==> src/rtl/boid_pkg.sv <==
// rtl/boid_pkg.sv - shared screen geometry, coordinate widths and FSM encoding for the boid datapath
// Contents: screen size and pixel count, framebuffer address width,
//           x/y coordinate widths, position-unit state encoding.
package boid_pkg;

    localparam int VIDEO_WIDTH         = 640;
    localparam int VIDEO_HEIGHT        = 480;
    localparam int PIXEL_COUNT         = VIDEO_WIDTH * VIDEO_HEIGHT;
    localparam int PIXEL_ADDRESS_WIDTH = $clog2(PIXEL_COUNT) + 1;

    localparam int X_W = 10;
    localparam int Y_W = 9;

    localparam logic [1:0] ST_IDLE   = 2'd0;
    localparam logic [1:0] ST_UPDATE = 2'd1;
    localparam logic [1:0] ST_EMIT   = 2'd2;
    localparam logic [1:0] ST_DONE   = 2'd3;

endpackage

==> src/rtl/boid_position_unit_if.sv <==
// rtl/boid_position_unit_if.sv - pixel handshake bundle from the position unit to the framebuffer writer
// Signals: pix_valid/pix_ready handshake, pix_addr framebuffer address,
//          pix_x/pix_y updated coordinates, pix_id boid index.
// master = position unit, slave = framebuffer writer.
interface boid_position_unit_if #(
    parameter int IDX_W = 3,
    parameter int PA_W  = boid_pkg::PIXEL_ADDRESS_WIDTH
);
    import boid_pkg::*;

    logic             pix_valid;
    logic             pix_ready;
    logic [PA_W-1:0]  pix_addr;
    logic [X_W-1:0]   pix_x;
    logic [Y_W-1:0]   pix_y;
    logic [IDX_W-1:0] pix_id;

    modport master (
        output pix_valid, pix_addr, pix_x, pix_y, pix_id,
        input  pix_ready
    );

    modport slave (
        input  pix_valid, pix_addr, pix_x, pix_y, pix_id,
        output pix_ready
    );

endinterface

==> src/rtl/boid_axis_step.sv <==
// rtl/boid_axis_step.sv - one-axis position step with reflect or toroidal wrap at the screen edges
// Ports: pos/vel current state, limit = last legal coordinate, wrap_mode (0 reflect, 1 wrap),
//        new_pos/new_vel next state. Purely combinational.
module boid_axis_step #(
    parameter int W  = 10,
    parameter int VW = 4
) (
    input  logic [W-1:0]          pos,
    input  logic signed [VW-1:0]  vel,
    input  logic [W-1:0]          limit,
    input  logic                  wrap_mode,
    output logic [W-1:0]          new_pos,
    output logic signed [VW-1:0]  new_vel
);

    // One bit wider than the coordinate so both under- and overshoot stay representable.
    logic signed [W:0] n;
    logic signed [W:0] lim;
    logic signed [W:0] span;
    logic signed [W:0] r;

    assign n    = $signed({1'b0, pos}) + $signed({{(W+1-VW){vel[VW-1]}}, vel});
    assign lim  = $signed({1'b0, limit});
    assign span = lim + $signed((W+1)'(1));

    always_comb begin
        r       = n;
        new_vel = vel;
        if (n[W]) begin
            if (wrap_mode) begin
                r = n + span;
            end else begin
                r       = -n;
                new_vel = -vel;
            end
        end else if (n > lim) begin
            if (wrap_mode) begin
                r = n - span;
            end else begin
                // 2L - n written as L - (n - L) so 2L never has to fit in W+1 bits.
                r       = lim - (n - lim);
                new_vel = -vel;
            end
        end
    end

    assign new_pos = W'(r);

endmodule

==> src/rtl/boid_position_unit.sv <==
// rtl/boid_position_unit.sv - multi-boid position/velocity store that emits one pixel per boid per frame
// Ports: clock, resetn (sync, active low), frame_start pass request,
//        load_en/load_idx/load_x/load_y/load_dx/load_dy boid write (IDLE only),
//        pix (master) pixel handshake to the framebuffer writer,
//        busy (not IDLE), frame_done (one-cycle end-of-pass pulse).
module boid_position_unit #(
    parameter int NUM_BOIDS    = 8,
    parameter int VIDEO_WIDTH  = boid_pkg::VIDEO_WIDTH,
    parameter int VIDEO_HEIGHT = boid_pkg::VIDEO_HEIGHT,
    parameter int VEL_WIDTH    = 4,
    parameter int WRAP_MODE    = 0,
    localparam int IDX_W       = (NUM_BOIDS > 1) ? $clog2(NUM_BOIDS) : 1
) (
    input  logic                        clock,
    input  logic                        resetn,
    input  logic                        frame_start,
    input  logic                        load_en,
    input  logic [IDX_W-1:0]            load_idx,
    input  logic [9:0]                  load_x,
    input  logic [8:0]                  load_y,
    input  logic signed [VEL_WIDTH-1:0] load_dx,
    input  logic signed [VEL_WIDTH-1:0] load_dy,
    boid_position_unit_if.master        pix,
    output logic                        busy,
    output logic                        frame_done
);
    import boid_pkg::*;

    localparam int PA_W = PIXEL_ADDRESS_WIDTH;
    localparam logic [X_W-1:0] X_LIM = X_W'(VIDEO_WIDTH - 1);
    localparam logic [Y_W-1:0] Y_LIM = Y_W'(VIDEO_HEIGHT - 1);
    localparam logic signed [VEL_WIDTH-1:0] V_ONE = {{(VEL_WIDTH-1){1'b0}}, 1'b1};

    logic [X_W-1:0]              x_q  [NUM_BOIDS];
    logic [Y_W-1:0]              y_q  [NUM_BOIDS];
    logic signed [VEL_WIDTH-1:0] dx_q [NUM_BOIDS];
    logic signed [VEL_WIDTH-1:0] dy_q [NUM_BOIDS];

    logic [1:0]                  state;
    logic [IDX_W-1:0]            idx;

    logic [X_W-1:0]              nx;
    logic [Y_W-1:0]              ny;
    logic signed [VEL_WIDTH-1:0] nvx;
    logic signed [VEL_WIDTH-1:0] nvy;
    logic [PA_W-1:0]             addr;

    boid_axis_step #(.W(X_W), .VW(VEL_WIDTH)) u_step_x (
        .pos       (x_q[idx]),
        .vel       (dx_q[idx]),
        .limit     (X_LIM),
        .wrap_mode (WRAP_MODE != 0),
        .new_pos   (nx),
        .new_vel   (nvx)
    );

    boid_axis_step #(.W(Y_W), .VW(VEL_WIDTH)) u_step_y (
        .pos       (y_q[idx]),
        .vel       (dy_q[idx]),
        .limit     (Y_LIM),
        .wrap_mode (WRAP_MODE != 0),
        .new_pos   (ny),
        .new_vel   (nvy)
    );

    // 640*y = 512*y + 128*y; other widths fall back to a plain multiply.
    generate
        if (VIDEO_WIDTH == 640) begin : g_addr_shift_add
            assign addr = (PA_W'(ny) << 9) + (PA_W'(ny) << 7) + PA_W'(nx);
        end else begin : g_addr_mul
            assign addr = PA_W'(ny) * PA_W'(VIDEO_WIDTH) + PA_W'(nx);
        end
    endgenerate

    assign busy = (state != ST_IDLE);

    always_ff @(posedge clock) begin
        if (!resetn) begin
            state         <= ST_IDLE;
            idx           <= '0;
            frame_done    <= 1'b0;
            pix.pix_valid <= 1'b0;
            pix.pix_addr  <= '0;
            pix.pix_x     <= '0;
            pix.pix_y     <= '0;
            pix.pix_id    <= '0;
            for (int i = 0; i < NUM_BOIDS; i++) begin
                x_q[i]  <= X_W'((10 + 32 * i) % VIDEO_WIDTH);
                y_q[i]  <= Y_W'(10);
                dx_q[i] <= V_ONE;
                dy_q[i] <= V_ONE;
            end
        end else begin
            frame_done <= 1'b0;
            case (state)
                ST_IDLE: begin
                    // A load wins over a simultaneous frame_start, which is then lost.
                    if (load_en) begin
                        x_q[load_idx]  <= (load_x > X_LIM) ? X_LIM : load_x;
                        y_q[load_idx]  <= (load_y > Y_LIM) ? Y_LIM : load_y;
                        dx_q[load_idx] <= load_dx;
                        dy_q[load_idx] <= load_dy;
                    end else if (frame_start) begin
                        idx   <= '0;
                        state <= ST_UPDATE;
                    end
                end
                ST_UPDATE: begin
                    x_q[idx]      <= nx;
                    y_q[idx]      <= ny;
                    dx_q[idx]     <= nvx;
                    dy_q[idx]     <= nvy;
                    pix.pix_x     <= nx;
                    pix.pix_y     <= ny;
                    pix.pix_id    <= idx;
                    pix.pix_addr  <= addr;
                    pix.pix_valid <= 1'b1;
                    state         <= ST_EMIT;
                end
                ST_EMIT: begin
                    if (pix.pix_ready) begin
                        pix.pix_valid <= 1'b0;
                        if (idx == IDX_W'(NUM_BOIDS - 1)) begin
                            frame_done <= 1'b1;
                            state      <= ST_DONE;
                        end else begin
                            idx   <= idx + 1'b1;
                            state <= ST_UPDATE;
                        end
                    end
                end
                ST_DONE: begin
                    state <= ST_IDLE;
                end
                default: begin
                    state <= ST_IDLE;
                end
            endcase
        end
    end

endmodule
==> src/flat_wrapper.sv <==
// flat-port wrapper written by rule: the top's interface ports become plain ports
module boid_position_unit_flat import boid_pkg::*;
#(
    parameter int NUM_BOIDS    = 8,
    parameter int VIDEO_WIDTH  = boid_pkg::VIDEO_WIDTH,
    parameter int VIDEO_HEIGHT = boid_pkg::VIDEO_HEIGHT,
    parameter int VEL_WIDTH    = 4,
    parameter int WRAP_MODE    = 0,
    localparam int IDX_W       = (NUM_BOIDS > 1) ? $clog2(NUM_BOIDS) : 1
)
  (clock, resetn, frame_start, load_en, load_idx, load_x, load_y, load_dx, load_dy, busy, frame_done, pix_pix_valid, pix_pix_addr, pix_pix_x, pix_pix_y, pix_pix_id, pix_pix_ready);
  boid_position_unit_if pix_i ();
  input  logic clock;
  input  logic resetn;
  input  logic frame_start;
  input  logic load_en;
  input  logic [IDX_W-1:0] load_idx;
  input  logic [9:0] load_x;
  input  logic [8:0] load_y;
  input  logic signed [VEL_WIDTH-1:0] load_dx;
  input  logic signed [VEL_WIDTH-1:0] load_dy;
  output logic busy;
  output logic frame_done;
  output wire logic [$bits(pix_i.pix_valid)-1:0] pix_pix_valid;
  output wire logic [$bits(pix_i.pix_addr)-1:0] pix_pix_addr;
  output wire logic [$bits(pix_i.pix_x)-1:0] pix_pix_x;
  output wire logic [$bits(pix_i.pix_y)-1:0] pix_pix_y;
  output wire logic [$bits(pix_i.pix_id)-1:0] pix_pix_id;
  input wire logic [$bits(pix_i.pix_ready)-1:0] pix_pix_ready;
  assign pix_pix_valid = pix_i.pix_valid;
  assign pix_pix_addr = pix_i.pix_addr;
  assign pix_pix_x = pix_i.pix_x;
  assign pix_pix_y = pix_i.pix_y;
  assign pix_pix_id = pix_i.pix_id;
  assign pix_i.pix_ready = pix_pix_ready;
  boid_position_unit #(.NUM_BOIDS(NUM_BOIDS), .VIDEO_WIDTH(VIDEO_WIDTH), .VIDEO_HEIGHT(VIDEO_HEIGHT), .VEL_WIDTH(VEL_WIDTH), .WRAP_MODE(WRAP_MODE)) u_core (.clock(clock), .resetn(resetn), .frame_start(frame_start), .load_en(load_en), .load_idx(load_idx), .load_x(load_x), .load_y(load_y), .load_dx(load_dx), .load_dy(load_dy), .pix(pix_i), .busy(busy), .frame_done(frame_done));
endmodule
==> config.mk <==
export PLATFORM = sky130hd
export DESIGN_NAME = boid_position_unit_flat
export DESIGN_NICKNAME = d
export VERILOG_FILES = /design/src/rtl/boid_pkg.sv /design/src/rtl/boid_position_unit_if.sv /design/src/rtl/boid_axis_step.sv /design/src/rtl/boid_position_unit.sv /design/src/flat_wrapper.sv
export SDC_FILE = /design/constraint.sdc
export NUM_CORES = 1
export LEC_CHECK = 0
export CAP_MARGIN = 30
export CORE_MARGIN = 8
export CORE_UTILIZATION = 50
export CTS_CLUSTER_DIAMETER = 80
export CTS_CLUSTER_SIZE = 14
export DETAILED_ROUTE_END_ITERATION = 12
export PLACE_DENSITY = 0.69
export SLEW_MARGIN = 40
export SYNTH_ARGS = -nofsm -noshare
export SYNTH_HDL_FRONTEND = slang
export SYNTH_SLANG_ARGS = --single-unit
==> constraint.sdc <==
create_clock -name clock -period 8.7 [get_ports clock]
set_input_delay 0.87 -clock clock [delete_from_list [all_inputs] [get_ports clock]]
set_output_delay 0.87 -clock clock [all_outputs]
set_load 0.02 [all_outputs]
==> metrics.txt <==
clock slew at reported path FFs 0.07 ns; CP Data Arrival Time 7.64 ns; Nets 1261; GP Congestion between 0.8 and 0.9; Total Routing Usage GR 0.208; vias in the first global route about 9100; Post-Route WL around 35000 um; Crit Path Max Fanout 31; CTS tree built; DR iter-0 viols around 1000; Synthesis Warnings 0; Layout area overhead 13.1%; # diodes 0; synth top area cells edfxtp_1, mux4_2, dfxtp_1, nor2_1, ha_1; # Max-Cap Violations 0; Crit path buffers/inverters 3; total power 0.00315 W; fraction of synthesized area in multiplexers 0.119; Post-Synth XOR/XNOR Area 0.0302; share of layout cells above drive strength 1 0.150; die span in x 181 um; post-synth design cell area roughly 14000 sq um; Async SR Flop Fraction 0; hold-fix buffer count after cts 0; Max-slew headroom 0.412; Max IR drop VDD approximately 0.12 mV; fin worst setup slack 1.46 ns; # IOs 80; Detailed Routing Iterations Pass 1 5; area of the multi-input gates 5780 sq um; total number of vias 9255; Final Hold Vio Count 0; min-delay worst type reg -> reg; final worst-path cycle share 0.832; drc violations 0; Post-CTS Setup Bufs 0; post-synth top area cell edfxtp_1; worst hold margin 0.452 ns; cts bufs inserted 23; CTS Buffer Depth 3; max-slew violations 0; Yosys reg bits 261; Core Region around 27000 sq um; post-synthesis compound-gate area fraction 0.0969; Post-Place Worst Slack approximately 1.6 ns; Worst setup SP type flip-flop; post-cts resize count 0; outcome finished, final reports clean; antenna violations before repair 0; sequential standard cell area 7400 sq um; maximum clock rate 138 MHz; R2R Setup Slk 1.46 ns; Clock Sinks 261; worst slew pin tran 0.882 ns; CTS root buf clkbuf_16; Final setup viols 0; P per Cell Area around 210 nW/um^2; Post-Syn Nets 1201; largest family of logic cells by synthesized area simple AND/OR/NAND/NOR gates; cell family with most CP delay compound AO/OA/AOI/OAI gates; post-synthesis cell type count 97; worst skew pair latency between 0.5 and 0.6 ns; Synth top area share 0.479; Syn Area/Cell 12.0 sq um; register area share after synthesis 0.545; Setup CP Type reg -> reg; Vias per Instance roughly 6; number of enable flip-flop cells after synthesis between 200 and 250; Filler cells 2164; # port buffers 79; Crit path top cell by count o21ai_0; placed cells around 1500; Worst Skew 0.0144 ns; Slowest cell on crit path dfxtp_4; Setup TNS 0 ns; Synth Area in Adders 0.0386; Post-Syn Instances 1126; Die Height roughly 180 um; Tmin final 7.24 ns; GRT overflow 0; first-pass GRT wire length 53100 um; htree depth 1; RSZ-0062 raised after global routing no; Leak Pwr about 5.2 nW; antenna violation net count after detailed routing 0; die area 32600 sq um; Final Non-Filler Cells 1543; HPWL after DPL 22900 um; critical path required time 9.10 ns; CP endpoint kind flip-flop; largest net degree at the start of global routing 50; Synth Flop Type edfxtp_1; Initial Util 0.505; Crit path largest cell delay 0.76 ns; wire per inst 22.4 um; Post-Synth Simple-Gate Area 0.136; Cell Rows 60
final timing paths:
check | start | end | depth (start not counted)
worst max-delay path | flip-flop | u_core.pix.pix_addr[15] | 27
worst min-delay path | u_core.pix.pix_addr[16] | u_core.pix.pix_addr[16] | 2
worst max register to register | flip-flop | u_core.pix.pix_addr[15] | 27
worst min register to register | u_core.pix.pix_addr[16] | u_core.pix.pix_addr[16] | 2
sequential cells by signal (all words and copies together), names as in the netlist, named ones only:
name / count
u_core.x_q: 80
u_core.y_q: 72
u_core.dx_q: 32
u_core.dy_q: 32
u_core.pix.pix_addr: 13
u_core.pix.pix_x: 10
u_core.pix.pix_y: 9
u_core.idx: 3
u_core.pix.pix_id: 3
u_core.state: 2
u_core.frame_done: 1
u_core.pix.pix_valid: 1
where the power goes:
part | internal, W | switching (W) | leakage, nW
clock | 0.000498 | 0.000442 | 0.313
combinational | 0.000314 | 0.000474 | 2.46
sequential | 0.00141 | 0.0000204 | 2.41
cell families (layout without fill, tap and decap cells):
logic type / count (synthesis) / in the layout
AO/OA/AOI/OAI: 179 / 179
XOR/XNOR: 45 / 45
adder cells (fa/ha/maj): 40 / 40
buffers and inverters: 98 / 174
flip-flops: 261 / 261
multiplexers: 90 / 90
AND/OR/NAND/NOR: 413 / 413
metal layers:
metal,up-vias,GRT usage,share of wire
met5,-,0,0
met4,0,0.0400,0.015
met2,377,0.350,0.48
met3,41,0.0375,0.087
met1,4579,0.279,0.42
li1,4258,-,-
stage by stage:
step | instance area (sq um) | util
global route | 15300 | 0.572
CTS | 15300 | 0.570
detailed placement | 14600 | 0.545
finish | 15300 | 0.572
global placement | 14600 | 0.545
floorplan | 13500 | -
synth_stat cells, types with 8 or more instances:
| cell type | instances |
|---|---|
| edfxtp_1 | 216 |
| nor2_1 | 196 |
| nand2_1 | 115 |
| mux4_2 | 54 |
| dfxtp_1 | 45 |
| clkbuf_1 | 37 |
| ha_1 | 37 |
| a21oi_1 | 35 |
| inv_1 | 34 |
| o21ai_0 | 32 |
| xnor2_1 | 28 |
| mux2_2 | 23 |
| a22o_1 | 15 |
| xor2_1 | 15 |
| nor2b_1 | 13 |
| o22ai_1 | 13 |
| mux2i_1 | 12 |
| nand2b_1 | 10 |
| buf_1 | 9 |
| buf_4 | 9 |
| nor3_1 | 9 |
| and2_1 | 8 |
| nand3_1 | 8 |
cell usage in the layout, fill, tap and decap left out, types with 7 or more instances in the layout:
cell / instances
edfxtp_1: 216
nor2_1: 196
nand2_1: 111
clkdlybuf4s50_1: 79
mux4_2: 54
dfxtp_1: 42
ha_1: 37
inv_1: 34
a21oi_1: 34
o21ai_0: 32
xnor2_1: 27
mux2_2: 23
clkbuf_16: 23
buf_4: 18
xor2_1: 15
a22o_1: 15
clkbuf_1: 15
nor2b_1: 12
mux2i_1: 10
nand2b_1: 10
nor3_1: 9
o22ai_1: 9
and2_1: 8
nand3_1: 8
nor3b_1: 7
or2_2: 7
tightest hold or removal path, cell delays in order, from the launching register on:
cell	delay, ns
dfxtp_1	0.31
nand2_1	0.05
o21ai_1	0.05
layout make-up:
class,instances,area share
clock inverters,3,0.00155
well taps,341,0.0278
inverters,35,0.00874
multi-input cells,767,0.377
flip-flops and latches,261,0.483
repair buffers,98,0.0608
clock buffers,38,0.0412
Power figures use the tool's default switching activity.
